===== src/rtl/switch_controller_if.sv =====
// Gate-drive bundle between the break-before-make controller and its environment.
// The master side is the controller; the slave side is the switch stage plus comparators.
interface switch_controller_if;
  logic uv;
  logic oc;
  logic zc;
  logic gp_ack;
  logic gn_ack;
  logic fault_clr;
  logic gp;
  logic gn;
  logic busy;
  logic fault;

  modport master (
    input  uv, oc, zc, gp_ack, gn_ack, fault_clr,
    output gp, gn, busy, fault
  );

  modport slave (
    output uv, oc, zc, gp_ack, gn_ack, fault_clr,
    input  gp, gn, busy, fault
  );
endinterface


===== src/rtl/switch_controller.sv =====
// Break-before-make gate sequencer for a buck converter's PMOS/NMOS switches.
// Optional acknowledge-timeout fault handling is enabled with SWCTRL_ACK_TIMEOUT_EN.
module switch_controller #(
  parameter int unsigned DEAD_CYCLES   = 4,
  parameter int unsigned MIN_ON_CYCLES = 8,
  parameter int unsigned ACK_TIMEOUT   = 64,
  parameter int unsigned CNT_W         = 8
) (
  input  logic                clk,
  input  logic                rst,
  switch_controller_if.master sw
);

  localparam int unsigned N_SYNC = 5;
  localparam logic [CNT_W-1:0] DEAD_C = CNT_W'(DEAD_CYCLES);
  localparam logic [CNT_W-1:0] MIN_C  = CNT_W'(MIN_ON_CYCLES);

  typedef enum logic [3:0] {
    IDLE,
    P_ON_REQ,
    P_ON,
    P_OFF_REQ,
    DEAD_PN,
    N_ON_REQ,
    N_ON,
    N_OFF_REQ,
    DEAD_NP
`ifdef SWCTRL_ACK_TIMEOUT_EN
    , FAULT
`endif
  } state_e;

  logic [N_SYNC-1:0] async_in;
  logic [N_SYNC-1:0] sync1_d, sync1_q;
  logic [N_SYNC-1:0] sync2_d, sync2_q;
  logic uv_s, oc_s, zc_s, gp_ack_s, gn_ack_s;

  state_e           state_d, state_q;
  logic [CNT_W-1:0] cnt_d, cnt_q;
  logic [CNT_W-1:0] cnt_inc_c;
  logic [CNT_W-1:0] cnt_on_inc_c;
  logic             gp_d, gp_q;
  logic             gn_d, gn_q;
  logic             busy_d, busy_q;
  logic             req_wait_c;

  assign async_in = {sw.uv, sw.oc, sw.zc, sw.gp_ack, sw.gn_ack};
  assign {uv_s, oc_s, zc_s, gp_ack_s, gn_ack_s} = sync2_q;

  // Two-flop synchronizers for every comparator and acknowledge input.
  always_comb begin
    sync1_d = async_in;
    sync2_d = sync1_q;
  end

  assign cnt_inc_c    = cnt_q + CNT_W'(1);
  assign cnt_on_inc_c = (cnt_q >= MIN_C) ? cnt_q : cnt_inc_c;

  // Next-state logic; counter comparisons use the post-increment value so the
  // transition lands on the edge where the count is reached.
  always_comb begin
    state_d    = state_q;
    cnt_d      = cnt_q;
    gp_d       = gp_q;
    gn_d       = gn_q;
    req_wait_c = 1'b0;

    case (state_q)
      IDLE: begin
        gp_d = 1'b0;
        gn_d = 1'b0;
        // NMOS must be seen off before a new charge phase, e.g. after a reset mid-cycle.
        if (uv_s && !oc_s && !gn_ack_s) begin
          gp_d    = 1'b1;
          state_d = P_ON_REQ;
          cnt_d   = '0;
        end
      end
      P_ON_REQ: begin
        if (gp_ack_s) begin
          state_d = P_ON;
          cnt_d   = '0;
        end else begin
          req_wait_c = 1'b1;
        end
      end
      P_ON: begin
        cnt_d = cnt_on_inc_c;
        if (oc_s && (cnt_on_inc_c >= MIN_C)) begin
          gp_d    = 1'b0;
          state_d = P_OFF_REQ;
          cnt_d   = '0;
        end
      end
      P_OFF_REQ: begin
        if (!gp_ack_s) begin
          state_d = DEAD_PN;
          cnt_d   = '0;
        end else begin
          req_wait_c = 1'b1;
        end
      end
      DEAD_PN: begin
        cnt_d = cnt_inc_c;
        if (cnt_inc_c >= DEAD_C) begin
          gn_d    = 1'b1;
          state_d = N_ON_REQ;
          cnt_d   = '0;
        end
      end
      N_ON_REQ: begin
        if (gn_ack_s) begin
          state_d = N_ON;
          cnt_d   = '0;
        end else begin
          req_wait_c = 1'b1;
        end
      end
      N_ON: begin
        if (zc_s || uv_s) begin
          gn_d    = 1'b0;
          state_d = N_OFF_REQ;
          cnt_d   = '0;
        end
      end
      N_OFF_REQ: begin
        if (!gn_ack_s) begin
          state_d = DEAD_NP;
          cnt_d   = '0;
        end else begin
          req_wait_c = 1'b1;
        end
      end
      DEAD_NP: begin
        cnt_d = cnt_inc_c;
        if (cnt_inc_c >= DEAD_C) begin
          state_d = IDLE;
          cnt_d   = '0;
        end
      end
`ifdef SWCTRL_ACK_TIMEOUT_EN
      FAULT: begin
        gp_d = 1'b0;
        gn_d = 1'b0;
        if (sw.fault_clr && !gp_ack_s && !gn_ack_s) begin
          state_d = IDLE;
          cnt_d   = '0;
        end
      end
`endif
      default: begin
        state_d = IDLE;
        cnt_d   = '0;
        gp_d    = 1'b0;
        gn_d    = 1'b0;
      end
    endcase

`ifdef SWCTRL_ACK_TIMEOUT_EN
    // Acknowledge watchdog shared by all request states.
    if (req_wait_c) begin
      if (cnt_q >= CNT_W'(ACK_TIMEOUT)) begin
        state_d = FAULT;
        gp_d    = 1'b0;
        gn_d    = 1'b0;
        cnt_d   = '0;
      end else begin
        cnt_d = cnt_inc_c;
      end
    end
`endif

    busy_d = (state_d != IDLE);
  end

  always_ff @(posedge clk) begin
    if (rst) begin
      sync1_q <= '0;
      sync2_q <= '0;
      state_q <= IDLE;
      cnt_q   <= '0;
      gp_q    <= 1'b0;
      gn_q    <= 1'b0;
      busy_q  <= 1'b0;
    end else begin
      sync1_q <= sync1_d;
      sync2_q <= sync2_d;
      state_q <= state_d;
      cnt_q   <= cnt_d;
      gp_q    <= gp_d;
      gn_q    <= gn_d;
      busy_q  <= busy_d;
    end
  end

  assign sw.gp   = gp_q;
  assign sw.gn   = gn_q;
  assign sw.busy = busy_q;

`ifdef SWCTRL_ACK_TIMEOUT_EN
  logic fault_d, fault_q;

  always_comb begin
    fault_d = (state_d == FAULT);
  end

  always_ff @(posedge clk) begin
    if (rst) begin
      fault_q <= 1'b0;
    end else begin
      fault_q <= fault_d;
    end
  end

  assign sw.fault = fault_q;
`else
  // Without the watchdog there is no fault path; the clear input and timeout are don't-cares.
  localparam int unsigned unused_ack_timeout = ACK_TIMEOUT;
  logic unused_fault_clr;
  logic unused_req_wait;
  assign unused_fault_clr = sw.fault_clr;
  assign unused_req_wait  = req_wait_c;
  assign sw.fault         = 1'b0;
`endif

endmodule


===== src/flat_wrapper.sv =====
// flat-port wrapper written by rule: the top's interface ports become plain ports
module switch_controller_flat 
#(
  parameter int unsigned DEAD_CYCLES   = 4,
  parameter int unsigned MIN_ON_CYCLES = 8,
  parameter int unsigned ACK_TIMEOUT   = 64,
  parameter int unsigned CNT_W         = 8
)
  (clk, rst, sw_uv, sw_oc, sw_zc, sw_gp_ack, sw_gn_ack, sw_fault_clr, sw_gp, sw_gn, sw_busy, sw_fault);
  switch_controller_if sw_i ();
  input  logic clk;
  input  logic rst;
  input wire logic [$bits(sw_i.uv)-1:0] sw_uv;
  input wire logic [$bits(sw_i.oc)-1:0] sw_oc;
  input wire logic [$bits(sw_i.zc)-1:0] sw_zc;
  input wire logic [$bits(sw_i.gp_ack)-1:0] sw_gp_ack;
  input wire logic [$bits(sw_i.gn_ack)-1:0] sw_gn_ack;
  input wire logic [$bits(sw_i.fault_clr)-1:0] sw_fault_clr;
  output wire logic [$bits(sw_i.gp)-1:0] sw_gp;
  output wire logic [$bits(sw_i.gn)-1:0] sw_gn;
  output wire logic [$bits(sw_i.busy)-1:0] sw_busy;
  output wire logic [$bits(sw_i.fault)-1:0] sw_fault;
  assign sw_i.uv = sw_uv;
  assign sw_i.oc = sw_oc;
  assign sw_i.zc = sw_zc;
  assign sw_i.gp_ack = sw_gp_ack;
  assign sw_i.gn_ack = sw_gn_ack;
  assign sw_i.fault_clr = sw_fault_clr;
  assign sw_gp = sw_i.gp;
  assign sw_gn = sw_i.gn;
  assign sw_busy = sw_i.busy;
  assign sw_fault = sw_i.fault;
  switch_controller #(.DEAD_CYCLES(DEAD_CYCLES), .MIN_ON_CYCLES(MIN_ON_CYCLES), .ACK_TIMEOUT(ACK_TIMEOUT), .CNT_W(CNT_W)) u_core (.clk(clk), .rst(rst), .sw(sw_i));
endmodule

===== config.mk =====
export PLATFORM = sky130hd
export DESIGN_NAME = switch_controller_flat
export DESIGN_NICKNAME = d
export VERILOG_FILES = /design/src/rtl/switch_controller_if.sv /design/src/rtl/switch_controller.sv /design/src/flat_wrapper.sv
export SDC_FILE = /design/constraint.sdc
export NUM_CORES = 1
export LEC_CHECK = 0
export CAP_MARGIN = 20
export CORE_MARGIN = 2
export CORE_UTILIZATION = 40
export DETAILED_ROUTE_END_ITERATION = 7
export DONT_BUFFER_PORTS = 1
export MAX_ROUTING_LAYER = met4
export RECOVER_POWER = 25
export SYNTH_ARGS = -nofsm -noshare
export SYNTH_HDL_FRONTEND = slang
export SYNTH_SLANG_ARGS = --single-unit

===== constraint.sdc =====
create_clock -name clk -period 2 [get_ports clk]
set_input_delay 0.1 -clock clk [delete_from_list [all_inputs] [get_ports clk]]
set_output_delay 0.1 -clock clk [all_outputs]
set_load 0.05 [all_outputs]

==> impl_results.md <==
* Pwr dens at 611 nW/µm²
* Reg-to-Reg End: u_core.cnt_q[2]
* Clk sinks at 25
* I/O Buffers at 0
* Row cnt at 19
* First-pass GRT wire length at 4030 µm
* Hold Vio Cnt, Final at 0
* Worst Setup End Kind: flip-flop
* Mapped Avg Cell Area at 9.27 µm²
* Total CTS buffers at 3
* Ratio of cells with drive above 1 in the final layout at 0.167
* Initial antenna violation count at 0
* Seq/Total Area, Yosys at 0.412
* Mapped Cells at 131
* CP endpoint: u_core.cnt_q[2]
* Detailed Route WL at 2480 µm
* Sw Share at 0.251
* Max_cap viols at 0
* Worst-Skew Late Latency at 310 ps
* Cells after DPL at 164
* Die ar. at 3490 µm²
* 1st-pass router iterations at 4
* Vias in the first global route at 940
* Area Growth Syn to Fin at 14.5%
* Detailed Place HPWL at 1700 µm
* Net count after synthesis at 141
* Antenna Nets Post-Route at 0
* Tcrit/Tclk final at 0.931
* Worst hold path type: in -> reg
* RSZ-0062 raised after global routing: no
* Sequential Power Share at 0.629
* Fmax at 537 MHz
* Clock Skew at 4.26 ps
* Largest net degree at the start of global routing at 14
* CP Data Required Time at 2250 ps
* Clock root buffer: clkbuf_4
* Setup-failing EPs final at 0
* R2R setup slack at 140 ps
* # IOs at 12
* Crit. Startpoint: u_core.state_q[3]
* Critical path class: reg -> reg
* Number of synthesized flops with an enable pin at 0
* Final Max Tran Viols at 0
* Clk slew on worst S/H paths at 140 ps
* Comb power frac at 0.108
* R2R cell count at 5
* Max stage delay on crit path at 490 ps
* Die Span Y at 59.1 µm
* Vias/cell at 5.68
* Most frequent cells in the layout: dfxtp_1 (24), nor2b_1 (11), buf_4 (8)
* Fin cells at 175
* Pleak at 0.548 nW
* Startpoint Class: flip-flop
* P_sw at 0.213 mW
* Commonest non-fill, non-tap cell in the layout: dfxtp_1
* Total track usage at 0.155
* CP max-delay cell: or3b_2
* Worst-Margin Slew at 513 ps
* Main synth FF type: dfxtp_1
* Power share of the clock group at 0.263
* Starting DRT DRC Count at 28
* Synth warnings at 0
* CP Max Fanout at 9
* Yosys reg bits at 25
* Ys async rst share at 0
* Avg WL per Cell at 14.2 µm
* Fin crit period at 1860 ps
* Number of distinct library cells after synthesis at 46
* Post-Syn Area at 1210 µm²
* CTS tree: done
* Grt ovf at 0
* Die W at 59.1 µm
* WP data arrival at 2110 ps
* Status: complete, no violations
* H-tree levels at 1
* Dpl cell area at 1280 µm²
* Worst VDD drop at 497 µV
* N_diodes at 0
* Cell Chain, Critical Path: or3b_2, mux2i_1, nor3_1, a21oi_2, a21boi_1
* Final Wtd Congestion at 0.800
* Layout Nets at 155
* Internal at 0.637 mW
* Vias at 994
* TNS Setup at 0 ps
* Initial core utilization at 0.429
* Post-CTS Setup Bufs at 0
* Final instance area at 1390 µm²
* Reg-to-reg startpoint: u_core.state_q[3]
* Slew Limit Headroom at 0.657
* Clock tree buffer depth at 2
* Drt drc at 0
* Core box area at 2830 µm²
[area by class of cell]
type | count | area, µm²
fillers | 268 | 1440
multi-input cells | 95 | 676
flip-flops and latches | 25 | 502
repair buffers | 15 | 130
well taps | 31 | 38.8
clock buffers | 4 | 26.3
inverters | 5 | 18.8
[what timing repair did]
item | 4_1_cts | 5_1_grt
hold buffers | 6 | 1
hold endpoints to repair | 12 | 2
setup endpoints to repair | 0 | 7
resized for setup | 0 | 5
[critical path: cells and delay by family (launching register included)]
family | cells | cell delay, ps
simple gates | 2 | 640
flops | 1 | 440
compound gates | 2 | 440
mux | 1 | 280
[synth_stat cells, drive strengths merged, types with 3 or more instances]
library cell / n / area share
and2: 5 / 0.026
xor2: 3 / 0.022
nor3b: 3 / 0.019
nand3: 4 / 0.016
nor2: 7 / 0.022
nand2: 7 / 0.022
inv: 5 / 0.015
nor2b: 11 / 0.057
dfxtp: 25 / 0.41
buf: 5 / 0.028
nand4: 3 / 0.015
a21oi: 6 / 0.025
mux2i: 4 / 0.043
or3: 6 / 0.037
nor3: 5 / 0.029
[routing by layer]
metal | vias up | part of all wire | global-route usage
met4 | 0 | 0.014 | 0.0390
met2 | 21 | 0.48 | 0.263
met5 | - | 0 | -
li1 | 496 | - | -
met3 | 4 | 0.027 | 0.0262
met1 | 473 | 0.48 | 0.189
[registers in the layout (all words and copies together), names as in the netlist]
register and cells:
u_core.sw.gn 1, u_core.sync1_q 5, u_core.sync2_q 5, u_core.cnt_q 8
u_core.state_q 4, u_core.sw.gp 1, u_core.sw.busy 1
[power by group through the flow]
stage	Combinational [mW]	Clock, mW	Sequential [mW]
after floorplan	0.0629	0	0.539
after global placement	0.0731	0	0.545
after detailed placement	0.0739	0	0.545
after CTS	0.0867	0.230	0.534
after global routing	0.0998	0.246	0.536
final	0.0918	0.224	0.534
[stage by stage]
stage	total power, mW	worst slack (ps)	util	hold slack (ps)
2_1_floorplan	0.602	288	-	172
6_report	0.850	138	0.492	49.7
5_1_grt	0.882	20.8	0.492	61.0
4_1_cts	0.851	45.7	0.482	22.9
3_5_place_dp	0.619	92.0	0.451	175
3_3_place_gp	0.618	125	0.451	173
[worst min path at each step]
stage | start | end | slack [ps] | cells after the start
2_1_floorplan | rst | u_core.sync2_q[2] | 170 | 1
3_3_place_gp | rst | u_core.sync2_q[0] | 170 | 1
3_5_place_dp | rst | u_core.sync2_q[4] | 170 | 1
4_1_cts | rst | u_core.cnt_q[2] | 20 | 2
5_1_grt | rst | u_core.sw.gp | 60 | 2
6_report | rst | u_core.sw.gp | 50 | 2
[logic make-up (layout without fill, tap and decap cells)]
family | count (synthesis) | count (layout) | synth area share
AO/OA/AOI/OAI | 26 | 26 | 0.154
XOR/XNOR | 4 | 4 | 0.0288
adder cells (fa/ha/maj) | 2 | 2 | 0.0206
buffers and inverters | 11 | 24 | 0.0463
flip-flops | 25 | 25 | 0.412
multiplexers | 4 | 4 | 0.0433
other | 1 | 1 | 0.00309
AND/OR/NAND/NOR | 58 | 58 | 0.291
No activity file was read; power rests on OpenSTA's default activity.
